### src/rtl/mem_arbiter_if.sv
// Requester-side and mem-side signal bundle for mem_arbiter.
// slave is the arbiter's view; master is the requesters' and memory's view.
interface mem_arbiter_if;
  logic        req0;
  logic        req1;
  logic        we0;
  logic        we1;
  logic [15:0] addr0;
  logic [15:0] addr1;
  logic [15:0] wdata0;
  logic [15:0] wdata1;
  logic        ready0;
  logic        ready1;
  logic        rvalid0;
  logic        rvalid1;
  logic [15:0] rdata0;
  logic [15:0] rdata1;
  logic        mem_read_en;
  logic [15:0] mem_addr;
  logic [15:0] mem_data;
  logic        mem_write_en;
  logic [15:0] mem_write_addr;
  logic [15:0] mem_write_data;

  modport slave (
    input  req0, req1, we0, we1, addr0, addr1, wdata0, wdata1, mem_data,
    output ready0, ready1, rvalid0, rvalid1, rdata0, rdata1,
           mem_read_en, mem_addr, mem_write_en, mem_write_addr, mem_write_data
  );

  modport master (
    output req0, req1, we0, we1, addr0, addr1, wdata0, wdata1, mem_data,
    input  ready0, ready1, rvalid0, rvalid1, rdata0, rdata1,
           mem_read_en, mem_addr, mem_write_en, mem_write_addr, mem_write_data
  );
endinterface

### src/rtl/mem_arbiter.sv
// Round-robin arbiter sharing the data-side read/write ports of mem between
// two requesters; sequences the fixed mem read latency back to the owner.
module mem_arbiter #(
  parameter int RD_LAT = 1
) (
  input  logic          clk,
  input  logic          rst,
  mem_arbiter_if.slave  bus
);

  typedef enum logic [0:0] {
    ST_IDLE    = 1'b0,
    ST_RD_WAIT = 1'b1
  } state_t;

  localparam logic [1:0] CNT_INIT = 2'(RD_LAT - 1);

  state_t      state_r;
  state_t      state_nx_s;
  logic        last_r;
  logic        owner_r;
  logic [1:0]  cnt_r;
  logic        rvalid0_r;
  logic        rvalid1_r;
  logic [15:0] rdata0_r;
  logic [15:0] rdata1_r;

  logic        grant0_s;
  logic        grant1_s;
  logic        any_grant_s;
  logic        win_we_s;
  logic        rd_grant_s;
  logic        capture_s;

  // Winner selection and next-state decode; nothing is granted outside IDLE or in reset.
  always_comb begin
    grant0_s    = 1'b0;
    grant1_s    = 1'b0;
    any_grant_s = 1'b0;
    win_we_s    = 1'b0;
    rd_grant_s  = 1'b0;
    capture_s   = 1'b0;
    state_nx_s  = state_r;

    if ((state_r == ST_IDLE) && !rst) begin
      grant0_s = bus.req0 && (!bus.req1 || last_r);
      grant1_s = bus.req1 && (!bus.req0 || !last_r);
    end else begin
      grant0_s = 1'b0;
      grant1_s = 1'b0;
    end

    any_grant_s = grant0_s || grant1_s;
    win_we_s    = grant1_s ? bus.we1 : bus.we0;
    rd_grant_s  = any_grant_s && !win_we_s;

    case (state_r)
      ST_IDLE: begin
        if (rd_grant_s) begin
          state_nx_s = ST_RD_WAIT;
        end else begin
          state_nx_s = ST_IDLE;
        end
      end
      ST_RD_WAIT: begin
        if (cnt_r == 2'd0) begin
          capture_s  = 1'b1;
          state_nx_s = ST_IDLE;
        end else begin
          state_nx_s = ST_RD_WAIT;
        end
      end
      default: begin
        state_nx_s = ST_IDLE;
      end
    endcase
  end

  // State, round-robin pointer, read-latency counter and returned read data.
  always_ff @(posedge clk) begin
    if (rst) begin
      state_r   <= ST_IDLE;
      last_r    <= 1'b1;
      owner_r   <= 1'b0;
      cnt_r     <= 2'd0;
      rvalid0_r <= 1'b0;
      rvalid1_r <= 1'b0;
      rdata0_r  <= 16'h0000;
      rdata1_r  <= 16'h0000;
    end else begin
      state_r   <= state_nx_s;
      rvalid0_r <= 1'b0;
      rvalid1_r <= 1'b0;
      if (any_grant_s) begin
        last_r <= grant1_s;
      end
      if (rd_grant_s) begin
        owner_r <= grant1_s;
        cnt_r   <= CNT_INIT;
      end else if ((state_r == ST_RD_WAIT) && (cnt_r != 2'd0)) begin
        cnt_r <= cnt_r - 2'd1;
      end
      if (capture_s) begin
        if (owner_r) begin
          rdata1_r  <= bus.mem_data;
          rvalid1_r <= 1'b1;
        end else begin
          rdata0_r  <= bus.mem_data;
          rvalid0_r <= 1'b1;
        end
      end
    end
  end

  // Idle mem address/data follow requester 0.
  assign bus.ready0         = grant0_s;
  assign bus.ready1         = grant1_s;
  assign bus.mem_read_en    = rd_grant_s;
  assign bus.mem_write_en   = any_grant_s && win_we_s;
  assign bus.mem_addr       = grant1_s ? bus.addr1  : bus.addr0;
  assign bus.mem_write_addr = grant1_s ? bus.addr1  : bus.addr0;
  assign bus.mem_write_data = grant1_s ? bus.wdata1 : bus.wdata0;
  assign bus.rvalid0        = rvalid0_r;
  assign bus.rvalid1        = rvalid1_r;
  assign bus.rdata0         = rdata0_r;
  assign bus.rdata1         = rdata1_r;

endmodule

### src/flat_wrapper.sv
// flat-port wrapper written by rule: the top's interface ports become plain ports
module mem_arbiter_flat 
#(
  parameter int RD_LAT = 1
)
  (clk, rst, bus_req0, bus_req1, bus_we0, bus_we1, bus_addr0, bus_addr1, bus_wdata0, bus_wdata1, bus_mem_data, bus_ready0, bus_ready1, bus_rvalid0, bus_rvalid1, bus_rdata0, bus_rdata1, bus_mem_read_en, bus_mem_addr, bus_mem_write_en, bus_mem_write_addr, bus_mem_write_data);
  mem_arbiter_if bus_i ();
  input  logic clk;
  input  logic rst;
  input wire logic [$bits(bus_i.req0)-1:0] bus_req0;
  input wire logic [$bits(bus_i.req1)-1:0] bus_req1;
  input wire logic [$bits(bus_i.we0)-1:0] bus_we0;
  input wire logic [$bits(bus_i.we1)-1:0] bus_we1;
  input wire logic [$bits(bus_i.addr0)-1:0] bus_addr0;
  input wire logic [$bits(bus_i.addr1)-1:0] bus_addr1;
  input wire logic [$bits(bus_i.wdata0)-1:0] bus_wdata0;
  input wire logic [$bits(bus_i.wdata1)-1:0] bus_wdata1;
  input wire logic [$bits(bus_i.mem_data)-1:0] bus_mem_data;
  output wire logic [$bits(bus_i.ready0)-1:0] bus_ready0;
  output wire logic [$bits(bus_i.ready1)-1:0] bus_ready1;
  output wire logic [$bits(bus_i.rvalid0)-1:0] bus_rvalid0;
  output wire logic [$bits(bus_i.rvalid1)-1:0] bus_rvalid1;
  output wire logic [$bits(bus_i.rdata0)-1:0] bus_rdata0;
  output wire logic [$bits(bus_i.rdata1)-1:0] bus_rdata1;
  output wire logic [$bits(bus_i.mem_read_en)-1:0] bus_mem_read_en;
  output wire logic [$bits(bus_i.mem_addr)-1:0] bus_mem_addr;
  output wire logic [$bits(bus_i.mem_write_en)-1:0] bus_mem_write_en;
  output wire logic [$bits(bus_i.mem_write_addr)-1:0] bus_mem_write_addr;
  output wire logic [$bits(bus_i.mem_write_data)-1:0] bus_mem_write_data;
  assign bus_i.req0 = bus_req0;
  assign bus_i.req1 = bus_req1;
  assign bus_i.we0 = bus_we0;
  assign bus_i.we1 = bus_we1;
  assign bus_i.addr0 = bus_addr0;
  assign bus_i.addr1 = bus_addr1;
  assign bus_i.wdata0 = bus_wdata0;
  assign bus_i.wdata1 = bus_wdata1;
  assign bus_i.mem_data = bus_mem_data;
  assign bus_ready0 = bus_i.ready0;
  assign bus_ready1 = bus_i.ready1;
  assign bus_rvalid0 = bus_i.rvalid0;
  assign bus_rvalid1 = bus_i.rvalid1;
  assign bus_rdata0 = bus_i.rdata0;
  assign bus_rdata1 = bus_i.rdata1;
  assign bus_mem_read_en = bus_i.mem_read_en;
  assign bus_mem_addr = bus_i.mem_addr;
  assign bus_mem_write_en = bus_i.mem_write_en;
  assign bus_mem_write_addr = bus_i.mem_write_addr;
  assign bus_mem_write_data = bus_i.mem_write_data;
  mem_arbiter #(.RD_LAT(RD_LAT)) u_core (.clk(clk), .rst(rst), .bus(bus_i));
endmodule
### config.mk
export PLATFORM = sky130hd
export DESIGN_NAME = mem_arbiter_flat
export DESIGN_NICKNAME = d
export VERILOG_FILES = /design/src/rtl/mem_arbiter_if.sv /design/src/rtl/mem_arbiter.sv /design/src/flat_wrapper.sv
export SDC_FILE = /design/constraint.sdc
export NUM_CORES = 1
export LEC_CHECK = 0
export BUFFER_PORTS_ARGS = -buffer_cell sky130_fd_sc_hd__buf_2
export CORE_ASPECT_RATIO = 0.5
export CORE_UTILIZATION = 31
export CTS_CLUSTER_SIZE = 24
export DETAILED_ROUTE_END_ITERATION = 6
export GPL_TIMING_DRIVEN = 0
export PLACE_DENSITY_LB_ADDON = 0.2
export SYNTH_ARGS = -nofsm -noshare
export SYNTH_HDL_FRONTEND = slang
export SYNTH_SLANG_ARGS = --single-unit
### constraint.sdc
create_clock -name clk -period 1.6 [get_ports clk]
set_input_delay 0.32 -clock clk [delete_from_list [all_inputs] [get_ports clk]]
set_output_delay 0.32 -clock clk [all_outputs]
set_load 0.03 [all_outputs]
* Word level (Yosys, flattened, before mapping)
Cells that the tools add are included.
** Word-level totals
- Bits in registers :: 39
- Latch bits :: 0
- RAM bits :: 0
- ROM bits :: 0
- Bits of input ports :: 86
- Logic and storage cells :: 44
- Memories :: 0
** Operators by class
- Add/sub/neg operators :: 1
- Multipliers :: 0
- Div/mod/pow operators :: 0
- Magnitude comparators :: 0
- Equality and inequality tests :: 0
- Shifts and indexed selects :: 0
- Mux-type cells :: 12
- Bitwise logic cells :: 3
- Reduce and logical (&&, ||, !) cells :: 20
** Operator list (number)
- $mux W16 :: 2
- $mux W1 :: 9
- $logic_and A1 B1 Y1 :: 6
- $logic_not A1 Y1 :: 5
- $reduce_and A2 Y1 :: 2
- $reduce_or A2 Y1 :: 2
- $logic_or A1 B1 Y1 :: 3
- $not A1 Y1 :: 3
- $logic_not A2 Y1 :: 1
- $pmux W1 S2 :: 1
- $reduce_bool A2 Y1 :: 1
- $sub A2 B1 Y2 const B :: 1

* Depth between registers and ports, before layout
Gate-level depths: netlist of run 1.
- Depth in word-level cells :: 9
- Gate-level depth with buffers :: 7
- Gate-level depth less buffers :: 5

* Least setup slack after synthesis of run 1
Ideal clock, no wire load.
- Path type :: reg-to-output
- Start point :: reg u_core.state_r
- End point :: out bus_mem_write_addr[0]
- Data arrival time :: 1394 ps
- Data required time :: 1280 ps
- Path slack :: -114 ps
- Cell stages (with the launch flop) :: 7
- Path buffers :: 3
- Path through :: dfxtp_1 buf_6 nor2_4 nand3_4 buf_6 mux2_4 buf_4
** On the way
- Cells in the longest elaborated chain, start to end :: 4
** RTL lines
- from (decl) :: line mem_arbiter.sv:18 : state_t state_r;
- from (signal assigned) :: line mem_arbiter.sv:91 : state_r <= state_nx_s;
- $not A1 Y1 :: line mem_arbiter.sv:45 : if ((state_r == ST_IDLE) && !rst) begin
- $logic_and A1 B1 Y1 :: line mem_arbiter.sv:45
- $mux W1 :: line mem_arbiter.sv:45
- $mux W16
- to (decl) :: line flat_wrapper.sv:28 : output wire logic [$bits(bus_i.mem_write_addr)-1:0] bus_mem_write_addr;
No other way between the ends.

* Worst setup path in the final report of run 1
- Start point :: reg u_core.state_r
- End point :: out bus_mem_write_addr[0]
** On the way
- Cells in the longest elaborated chain, start to end :: 4
** RTL lines
- $not A1 Y1 :: line mem_arbiter.sv:45
- $logic_and A1 B1 Y1 :: line mem_arbiter.sv:45
- $mux W1 :: line mem_arbiter.sv:45
- $mux W16 :: line mem_arbiter.sv:121 : assign bus.mem_write_addr = grant1_s ? bus.addr1 : bus.addr0;
No other way between the ends.

==> flow_summary.yaml, run 1 <==
power:
  net_switching_component_of_the_power_mw: 0.9232
  clock_power_share: 0.307
  power.combinational.fraction: 0.357
  max-vdd-ir-drop_uv: 479.5
  leakagePower_nw: 1.934
  p_int_mw: 2.115
  net_switching_share_of_the_total_power: 0.3039
  cellPowerDensity_mw_per_mm2: 802.6
  seq_power_share: 0.336
  power.total_mw: 3.038
worst_setup_path:
  end_kind: "output pin"
  worst_r2r_endpoint: "u_core.bus.rdata1[0]$_SDFFE_PP0P_"
  timing.reg2reg.setup_slack_ns: 0.10
  setup.worst_path.start_class: "flip-flop"
  setup.worst_path.start: "u_core.state_r$_SDFF_PP0_"
  crit_fanout: 7
  worst_r2r_path_depth: 8
  crit_type: "reg -> out"
  crit_required_ns: 1.28
  worst_ep_arrival_time_ns: 1.68
  critical_path.reg2reg.startpoint: "u_core.state_r$_SDFF_PP0_"
place:
  detailedPlacementHpwl_um: 5096
  portBuffers: 171
  placedCellCount: 493
  gp_congestion: 0.7376
  dpl_cell_area_sq_mm: 0.003129
layout:
  post_route_cells_drive_above_1_share: 0.6150
  n_antenna_cell: 0
  stdcell_area_sq_mm: 0.003785
  syn_to_layout_area_delta_pct: 79.95
  final_nets: 512
  instances_no_fill: 514
worst_hold_path:
  kind_of_path_behind_the_tightest_hold_check: "in -> reg"
  whs_endpoint: "u_core.bus.rdata0[7]$_SDFFE_PP0P_"
  holdCritStartpoint: "bus_mem_data[7]"
  hold-path-cell-count: 3
timing:
  finalMaxSlewViolations: 0
  fmax_mhz: 499.1
  totalNegativeSetupSlack_ns: -15.70
  final_hold_viol_count: 0
  worst_slew_pin_slew_ns: 0.4509
  timing.final.setup_violations: 50
  grt_setup_unrepaired: "true"
  timing.clock.skew_ns: 0.006520
  slew_headroom: 0.6994
  fin_crit_sh: 1.252
  final.setup.worst_slack_ns: -0.4038
  finalCriticalPeriod_ns: 2.004
  holdWs_ns: 0.2887
detailed_routing:
  initialDrtViolationCount: 86
  vias_per_cell: 4.481
  antenna_left: 0
  wirelength_um: 7067
  detailedRoute.firstPassIterationCount: 4
  drc: 0
  drt-wirelength-per-cell_um: 13.75
  via_total_after_detailed_routing: 2303
logic_synthesis:
  syn-instance-count: 234
  yosysMostFrequentCell: "nand2_1"
  synth_common_cells: "65 x nand2_1, 39 x dfxtp_1, 33 x a21oi_1"
  synth-seq-area-share: 0.3712
  yosys_register_bits: 39
  synth_enable_flop_cells: 0
  yosys_most_used_dff: "dfxtp_1"
  post_synth_fa_ha_maj_area_fraction: 0.005949
  synthDistinctLibCells: 32
  synth_area_leader_cell: "dfxtp_1"
  synth.mux.area_fraction: 0.2267
  synth_top_family_by_area: "multiplexers"
  synth_compound_area_frac: 0.1047
  synthesis.area_sq_mm: 0.002103
  yosys.area_share.xor_xnor: 0.004164
  synth_nets: 321
  synthesis.area_per_instance_sq_um: 8.988
  yosys-top-cells-area: "dfxtp_1 37%, mux2_4 20%, nand2_1 12%"
  async_flop_share: 0
  yosys_warnings: 0
  netlist.area_leader.share: 0.3712
  simple_gate_share_of_the_synthesized_area: 0.1743
clock_network:
  htree_levels: 2
  cts.path.max_buffers: 2
  cts.root.buffer_cell: "clkbuf_16"
  cts.clk_slew.worst_paths_ns: 0.06
  numCtsBuffers: 5
  cts_tree: "yes"
  cts.sink_count: 39
  cts_hold_buffers: 0
  worst_skew_pair.late_latency_ns: 0.28
die:
  die_w_um: 118.5
  io-pin-count: 172
  floorplan.die_area_sq_mm: 0.007138
  placeableCoreArea_sq_mm: 0.006306
  num_rows: 20
  chipHeight_um: 60.25
  start_util: 0.3335
global_route:
  pin_count_of_the_biggest_net_entering_global_routing: 13
  grt_remaining_overflow: 0
  antenna_found_initial: 0
  first_global_vias: 2240
  gr-usage-all-layers: 0.1867
  grt_pass1_wl_um: 10470
outcome:
  outcome: "complete, but fails checks"
  violations: "negative setup slack"
flow_run:
  drv_cap: 0
## timing repair
| action | in CTS | in global routing |
|---|---|---|
| pin swaps | 3 | 4 |
| gates resized for setup | 110 | 19 |
| endpoints found under the setup margin | 51 | 56 |
| cloned | 3 | 0 |
| buffers inserted | 10 | 4 |
## cells in the final DEF, fill, tap and decap left out, types with 4 or more instances in the layout
cell type / instances
buf_2: 122
buf_6: 66
nand2_1: 64
dfxtp_1: 37
a21oi_1: 33
mux2_4: 29
buf_4: 14
buf_12: 6
inv_1: 6
clkbuf_16: 5
mux2_2: 4
clkbuf_1: 4
## through the flow
stage / util / setup slack (ns)
5_1_grt: 0.6002 / -0.4507
6_report: 0.6002 / -0.4038
2_1_floorplan: - / -0.08074
3_5_place_dp: 0.4962 / -0.2895
3_3_place_gp: 0.4962 / -0.2836
4_1_cts: 0.6006 / -0.4153
## worst max path at each step
stage | to | slack, ns | cells past startpoint
6_report | bus_mem_write_addr[0] | -0.40 | 7
5_1_grt | bus_mem_write_addr[6] | -0.45 | 7
4_1_cts | bus_mem_write_data[12] | -0.42 | 7
3_5_place_dp | bus_mem_write_addr[10] | -0.29 | 7
3_3_place_gp | bus_mem_write_addr[9] | -0.28 | 7
2_1_floorplan | bus_mem_write_addr[0] | -0.08 | 6
## critical path, cell delays in order, from the launching register on
cell	delay (ns)
dfxtp_4	0.35
nor2_4	0.11
nand3_4	0.10
buf_12	0.16
buf_12	0.13
mux2_4	0.31
buf_6	0.12
buf_6	0.12
## routing by layer
| metal | global-route usage | vias up | share of wire |
|---|---|---|---|
| met5 | 0 | - | 0 |
| met4 | 0.06510 | 0 | 0.0086 |
| met3 | 0.03721 | 6 | 0.046 |
| met2 | 0.3798 | 76 | 0.56 |
| met1 | 0.1987 | 1072 | 0.38 |
| li1 | - | 1149 | - |
## layout make-up
| type | count | area (sq um) |
|---|---|---|
| fillers | 541 | 2521 |
| repair buffers | 185 | 1321 |
| multi-input cells | 158 | 1114 |
| flip-flops and latches | 39 | 785.8 |
| plain buffers | 29 | 286.5 |
| clock buffers | 6 | 128.9 |
| well taps | 88 | 110.1 |
| inverters | 7 | 26.28 |
| clock inverters | 2 | 12.51 |
## registers in the layout, indices dropped and copies added (netlist names)
signal              cells
u_core.owner_r          1
u_core.bus.rdata1      16
u_core.bus.rdata0      16
u_core.state_r          1
u_core.bus.rvalid0      1
u_core.last_r           1
u_core.cnt_r            2
u_core.bus.rvalid1      1
## power by group through the flow
stage          sequential [mW]  combinational (mW)  clock (mW)
2_1_floorplan             1.09               0.547           0
3_5_place_dp              1.04               0.865           0
6_report                  1.02                1.09       0.931
3_3_place_gp              1.04               0.853           0
4_1_cts                   1.02                1.08       0.958
5_1_grt                   1.02                1.14        1.00
## kinds of logic after synthesis
kind of cell	count (synthesis)
AOI/OAI and AO/OA	41
muxes	33
xor gates and xnor gates	1
DFF	39
adders and majority gates	1
buffers and inverters	37
and+or+nand+nor	82
No activity file was read; power rests on OpenSTA's default activity.
==> run 2, diff against run 1 <==
--- a/config.mk
+++ b/config.mk
@@ -8,6 +8,7 @@
 export BUFFER_PORTS_ARGS = -buffer_cell sky130_fd_sc_hd__buf_2
 export CORE_ASPECT_RATIO = 0.5
 export CORE_UTILIZATION = 31
+export CTS_BUF_LIST = sky130_fd_sc_hd__clkbuf_8
 export CTS_CLUSTER_SIZE = 24
 export DETAILED_ROUTE_END_ITERATION = 6
 export GPL_TIMING_DRIVEN = 0
==> run 2 against run 1 <==
Against the previous run:
- the run still ends with negative setup slack left
- hold slack got worse by 0.0069 ns
- sequential share of layout area increased by 0.22 points
- non-clock buffer count increased by 1
- clock-buffer cell count decreased by 1
- critical path depth unchanged
- first-iteration DRC count increased by 14%
- setup slack got worse by 0.014 ns
- cell area decreased by 1.1%
- maximum frequency decreased by 0.70%
- die area unchanged
- flip-flop and latch count unchanged
- critical endpoint unchanged
==> flow_summary.yaml, run 2 (same netlist as run 1, synthesis figures left out) <==
outcome:
  outcome: "complete, but fails checks"
  violations: "negative setup slack"
clock_network:
  cts.path.max_buffers: 2
  cts_hold_buffers: 0
  cts.clk_slew.worst_paths_ns: 0.08
  htree_levels: 2
  worst_skew_pair.late_latency_ns: 0.28
  cts_tree: "yes"
  cts.sink_count: 39
  numCtsBuffers: 5
  cts.root.buffer_cell: "clkbuf_8"
global_route:
  antenna_found_initial: 0
  grt_remaining_overflow: 0
  pin_count_of_the_biggest_net_entering_global_routing: 13
  gr-usage-all-layers: 0.1868
  grt_pass1_wl_um: 10490
  first_global_vias: 2227
detailed_routing:
  drc: 0
  antenna_left: 0
  via_total_after_detailed_routing: 2318
  detailedRoute.firstPassIterationCount: 4
  drt-wirelength-per-cell_um: 13.87
  vias_per_cell: 4.501
  wirelength_um: 7144
  initialDrtViolationCount: 98
worst_setup_path:
  critical_path_buf_inv_count: 4
  setup.worst_path.start_class: "flip-flop"
  crit_type: "reg -> out"
  crit_required_ns: 1.28
  worst_path_dominant_cell_family: "buffers and inverters"
  worst_ep_arrival_time_ns: 1.70
  critical-path-slowest-cell: "dfxtp_4"
  path_cells: "nor2_4 -> nand3_4 -> buf_12 -> buf_12 -> mux2_4 -> buf_6 -> buf_6"
  end_kind: "output pin"
  crit_fanout: 7
  worst_path_largest_cell_delay_ns: 0.36
power:
  leakagePower_nw: 1.917
  net_switching_share_of_the_total_power: 0.3275
  clock_power_share: 0.229
  power.combinational.fraction: 0.399
  p_int_mw: 1.840
  power.total_mw: 2.736
  cellPowerDensity_mw_per_mm2: 730.6
  max-vdd-ir-drop_uv: 468.5
  seq_power_share: 0.373
  net_switching_component_of_the_power_mw: 0.8961
worst_hold_path:
  kind_of_path_behind_the_tightest_hold_check: "in -> reg"
timing:
  finalCriticalPeriod_ns: 2.018
  finalMaxSlewViolations: 0
  slew_headroom: 0.6970
  fin_crit_sh: 1.261
  final_hold_viol_count: 0
  totalNegativeSetupSlack_ns: -16.39
  final.setup.worst_slack_ns: -0.4178
  worst_slew_pin_slew_ns: 0.4545
  grt_setup_unrepaired: "true"
  timing.final.setup_violations: 50
  timing.clock.skew_ns: 0.008227
  fmax_mhz: 495.6
layout:
  commonest_cells_after_routing_fill_and_taps_aside: "121 x buf_2, 66 x buf_6, 64 x nand2_1"
  utilization: 0.5938
  final_nets: 513
  n_antenna_cell: 0
  leading_cell_type_in_the_layout_fill_and_taps_excluded: "buf_2"
  post_route_cells_drive_above_1_share: 0.6183
  syn_to_layout_area_delta_pct: 78.05
  stdcell_area_sq_mm: 0.003745
  instances_no_fill: 515
place:
  dpl_cell_area_sq_mm: 0.003129
  portBuffers: 171
  detailedPlacementHpwl_um: 5096
  gp_congestion: 0.7376
  placedCellCount: 493
die:
  die_w_um: 118.5
  floorplan.die_area_sq_mm: 0.007138
  num_rows: 20
  chipHeight_um: 60.25
  placeableCoreArea_sq_mm: 0.006306
  start_util: 0.3335
  io-pin-count: 172
flow_run:
  drv_cap: 0
## run 2: changes by cell type in the layout (fill, tap and decap cells not counted), sizes merged
cell	delta
buf	-1
clkbuf	+1
inv	+1
## run 2: power by group through the flow
stage / Clock [mW] / Sequential [mW] / Combinational [mW]
6_report: 0.626 / 1.02 / 1.09
5_1_grt: 0.702 / 1.02 / 1.14
4_1_cts: 0.647 / 1.02 / 1.08
3_5_place_dp: 0 / 1.04 / 0.865
3_3_place_gp: 0 / 1.04 / 0.853
2_1_floorplan: 0 / 1.09 / 0.547
## run 2: what timing repair did
action / CTS / global route
pin swaps: 3 / 4
setup endpoints to repair: 51 / 56
setup buffers: 10 / 5
resized for setup: 110 / 20
cloned: 3 / 0
## run 2: final timing paths
check,start,to,slack (ns),cells past startpoint
min,bus_mem_data[11],u_core.bus.rdata1[11]$_SDFFE_PP0P_,0.28,3
min reg2reg,u_core.bus.rdata1[5]$_SDFFE_PP0P_,u_core.bus.rdata1[5]$_SDFFE_PP0P_,0.46,2
max reg2reg,u_core.state_r$_SDFF_PP0_,u_core.bus.rdata1[0]$_SDFFE_PP0P_,0.07,8
max,u_core.state_r$_SDFF_PP0_,bus_mem_write_addr[0],-0.42,7
## run 2: per-layer routing
layer / routed length [um] / up-vias / GRT usage
met4: 61 / 0 / 0.04340
met3: 336 / 6 / 0.04580
met5: 0 / - / 0
met1: 2739 / 1095 / 0.2017
li1: - / 1146 / -
met2: 4007 / 71 / 0.3782
## run 2: layout make-up
cell class / instances / area [sq um]
Fill cell: 545 / 2561
Timing Repair Buffer: 186 / 1331
Multi-Input combinational cell: 158 / 1120
Sequential cell: 39 / 785.8
Buffer: 29 / 286.5
Tap cell: 88 / 110.1
Clock buffer: 5 / 68.82
Inverter: 7 / 26.28
Clock inverter: 3 / 16.27
## run 2: stage by stage
step | worst slack [ns] | hold WS (ns)
finish | -0.4178 | 0.2818
global route | -0.4746 | 0.2657
CTS | -0.4343 | 0.2652
detailed placement | -0.2895 | 0.4463
global placement | -0.2836 | 0.4419
floorplan | -0.08074 | 0.4441
## run 2: worst min-delay path: stages
cell and delay, ns:
buf_2 0.11, nand2_1 0.05, a21oi_1 0.05
==> run 3, diff against run 2 <==
--- a/config.mk
+++ b/config.mk
@@ -13,6 +13,7 @@
 export DETAILED_ROUTE_END_ITERATION = 6
 export GPL_TIMING_DRIVEN = 0
 export PLACE_DENSITY_LB_ADDON = 0.2
+export RECOVER_POWER = 25
 export SYNTH_ARGS = -nofsm -noshare
 export SYNTH_HDL_FRONTEND = slang
 export SYNTH_SLANG_ARGS = --single-unit
==> run 3 against run 2 <==
Against the previous run:
- the run still ends with negative setup slack left
- die area unchanged
- combinational power about the same
- flip-flop and latch count unchanged
- total power barely moved
- via count shrank 0.17%
- cell count stayed put
- clock skew about the same
- wire length is 0.35% higher
- critical path depth unchanged
- largest cell class unchanged
- highest routed layer unchanged
==> flow_summary.yaml, run 3 (same netlist as run 1, synthesis figures left out) <==
worst_setup_path:
  setup.worst_path.start: "u_core.state_r$_SDFF_PP0_"
  setup.worst_path.start_class: "flip-flop"
  crit_fanout: 7
  worst_ep_arrival_time_ns: 1.70
  crit_type: "reg -> out"
  critical_path.reg2reg.startpoint: "u_core.state_r$_SDFF_PP0_"
  crit_required_ns: 1.28
  end_kind: "output pin"
global_route:
  pin_count_of_the_biggest_net_entering_global_routing: 13
  grt_pass1_wl_um: 10490
  first_global_vias: 2227
  grtUsageMet2: 0.3782
  antenna_found_initial: 0
  routing_usage_on_met1: 0.2017
  grt_remaining_overflow: 0
  globalRoute.busiestLayer: "met2"
  grt_util_met3: 0.04580
  gr-usage-all-layers: 0.1868
power:
  net_switching_component_of_the_power_mw: 0.8969
  seq_power_share: 0.373
  power.total_mw: 2.734
  power.combinational.fraction: 0.398
  leakagePower_nw: 1.847
  max-vdd-ir-drop_uv: 467.1
  cellPowerDensity_mw_per_mm2: 734.0
  net_switching_share_of_the_total_power: 0.3281
  p_int_mw: 1.837
  clock_power_share: 0.229
clock_network:
  htree_levels: 2
  cts.path.max_buffers: 2
  numCtsBuffers: 5
  cts_tree: "yes"
  worst_skew_pair.late_latency_ns: 0.28
  cts.root.buffer_cell: "clkbuf_8"
  cts_hold_buffers: 0
  cts.sink_count: 39
  cts.clk_slew.worst_paths_ns: 0.08
layout:
  fillCellCount: 554
  area.sequential_sq_um: 785.8
  post_route_cells_drive_above_1_share: 0.5808
  instances_no_fill: 515
  commonest_cells_after_routing_fill_and_taps_aside: "105 x buf_2, 66 x buf_6, 64 x nand2_1"
  multi_input_comb_area_sq_mm: 0.001120
  final_nets: 513
  syn_to_layout_area_delta_pct: 77.10
  leading_cell_type_in_the_layout_fill_and_taps_excluded: "buf_2"
  n_antenna_cell: 0
die:
  placeableCoreArea_sq_mm: 0.006306
  floorplan.die_area_sq_mm: 0.007138
  io-pin-count: 172
  num_rows: 20
  die_w_um: 118.5
  start_util: 0.3335
  chipHeight_um: 60.25
timing:
  finalCriticalPeriod_ns: 2.018
  slew_headroom: 0.6875
  fmax_mhz: 495.6
  worst_slew_pin_slew_ns: 0.4687
  grt_setup_unrepaired: "true"
  fin_crit_sh: 1.261
  final_hold_viol_count: 0
  holdWs_ns: 0.2799
  timing.final.setup_violations: 50
  final.setup.worst_slack_ns: -0.4177
  finalMaxSlewViolations: 0
  timing.clock.skew_ns: 0.008183
place:
  portBuffers: 171
  gp_congestion: 0.7376
  placedCellCount: 493
  detailedPlacementHpwl_um: 5096
outcome:
  violations: "negative setup slack"
  outcome: "complete, but fails checks"
worst_hold_path:
  holdCritStartpoint: "bus_mem_data[7]"
  kind_of_path_behind_the_tightest_hold_check: "in -> reg"
detailed_routing:
  initialDrtViolationCount: 104
  detailedRoute.firstPassIterationCount: 4
  via_total_after_detailed_routing: 2314
  vias_per_cell: 4.493
  drt-wirelength-per-cell_um: 13.92
  drc: 0
  antenna_left: 0
  wirelength_um: 7169
flow_run:
  drv_cap: 0
[run 3: changes by cell type in the layout (fill, tap and decap cells not counted)]
cell / previous run / this run
clkbuf_1: 3 / 19
buf_2: 121 / 105
[run 3: metal layers]
layer,wire length [um],up-vias
met5,0,-
met4,61,0
met3,348,6
met2,4000,73
met1,2758,1089
li1,-,1146
[run 3: power by group through the flow]
stage / Clock, mW / Combinational, mW / Sequential [mW]
5_1_grt: 0.702 / 1.14 / 1.02
2_1_floorplan: 0 / 0.547 / 1.09
3_3_place_gp: 0 / 0.853 / 1.04
3_5_place_dp: 0 / 0.865 / 1.04
4_1_cts: 0.647 / 1.08 / 1.02
6_report: 0.626 / 1.09 / 1.02
[run 3: what timing repair did]
item | in CTS | in global routing
pin swaps | 3 | 4
buffers inserted | 10 | 5
endpoints found under the setup margin | 51 | 56
resized for setup | 110 | 20
cloned | 3 | 0
[run 3: final timing paths]
path / end / slack [ns] / cells past startpoint
max: bus_mem_write_addr[0] / -0.42 / 7
min: u_core.bus.rdata0[7]$_SDFFE_PP0P_ / 0.28 / 3
max reg2reg: u_core.bus.rdata1[0]$_SDFFE_PP0P_ / 0.06 / 8
min reg2reg: u_core.bus.rdata0[9]$_SDFFE_PP0P_ / 0.46 / 2
[run 3: final cells by class]
class / count / share of cell area
Buffer: 29 / 0.07692
Clock buffer: 5 / 0.01847
Clock inverter: 3 / 0.004367
Inverter: 7 / 0.007054
Multi-Input combinational cell: 158 / 0.3006
Sequential cell: 39 / 0.2110
Tap cell: 88 / 0.02956
Timing Repair Buffer: 186 / 0.3520
[run 3: critical path, stage by stage (launching register included)]
cell and delay (ns):
dfxtp_4 0.36, nor2_4 0.11, nand3_4 0.10, buf_12 0.16, buf_12 0.13, mux2_4 0.31
buf_6 0.12, buf_6 0.12
[run 3: stage by stage]
| step | area, sq um | util | setup WS [ns] | TNS [ns] |
|---|---|---|---|---|
| after CTS | 3731 | 0.5917 | -0.4343 | -18.83 |
| after global placement | 3129 | 0.4962 | -0.2836 | -9.024 |
| after global routing | 3725 | 0.5907 | -0.4746 | -19.37 |
| after detailed placement | 3129 | 0.4962 | -0.2895 | -9.237 |
| after floorplan | 2163 | - | -0.08074 | -1.008 |
| final | 3725 | 0.5907 | -0.4177 | -16.39 |
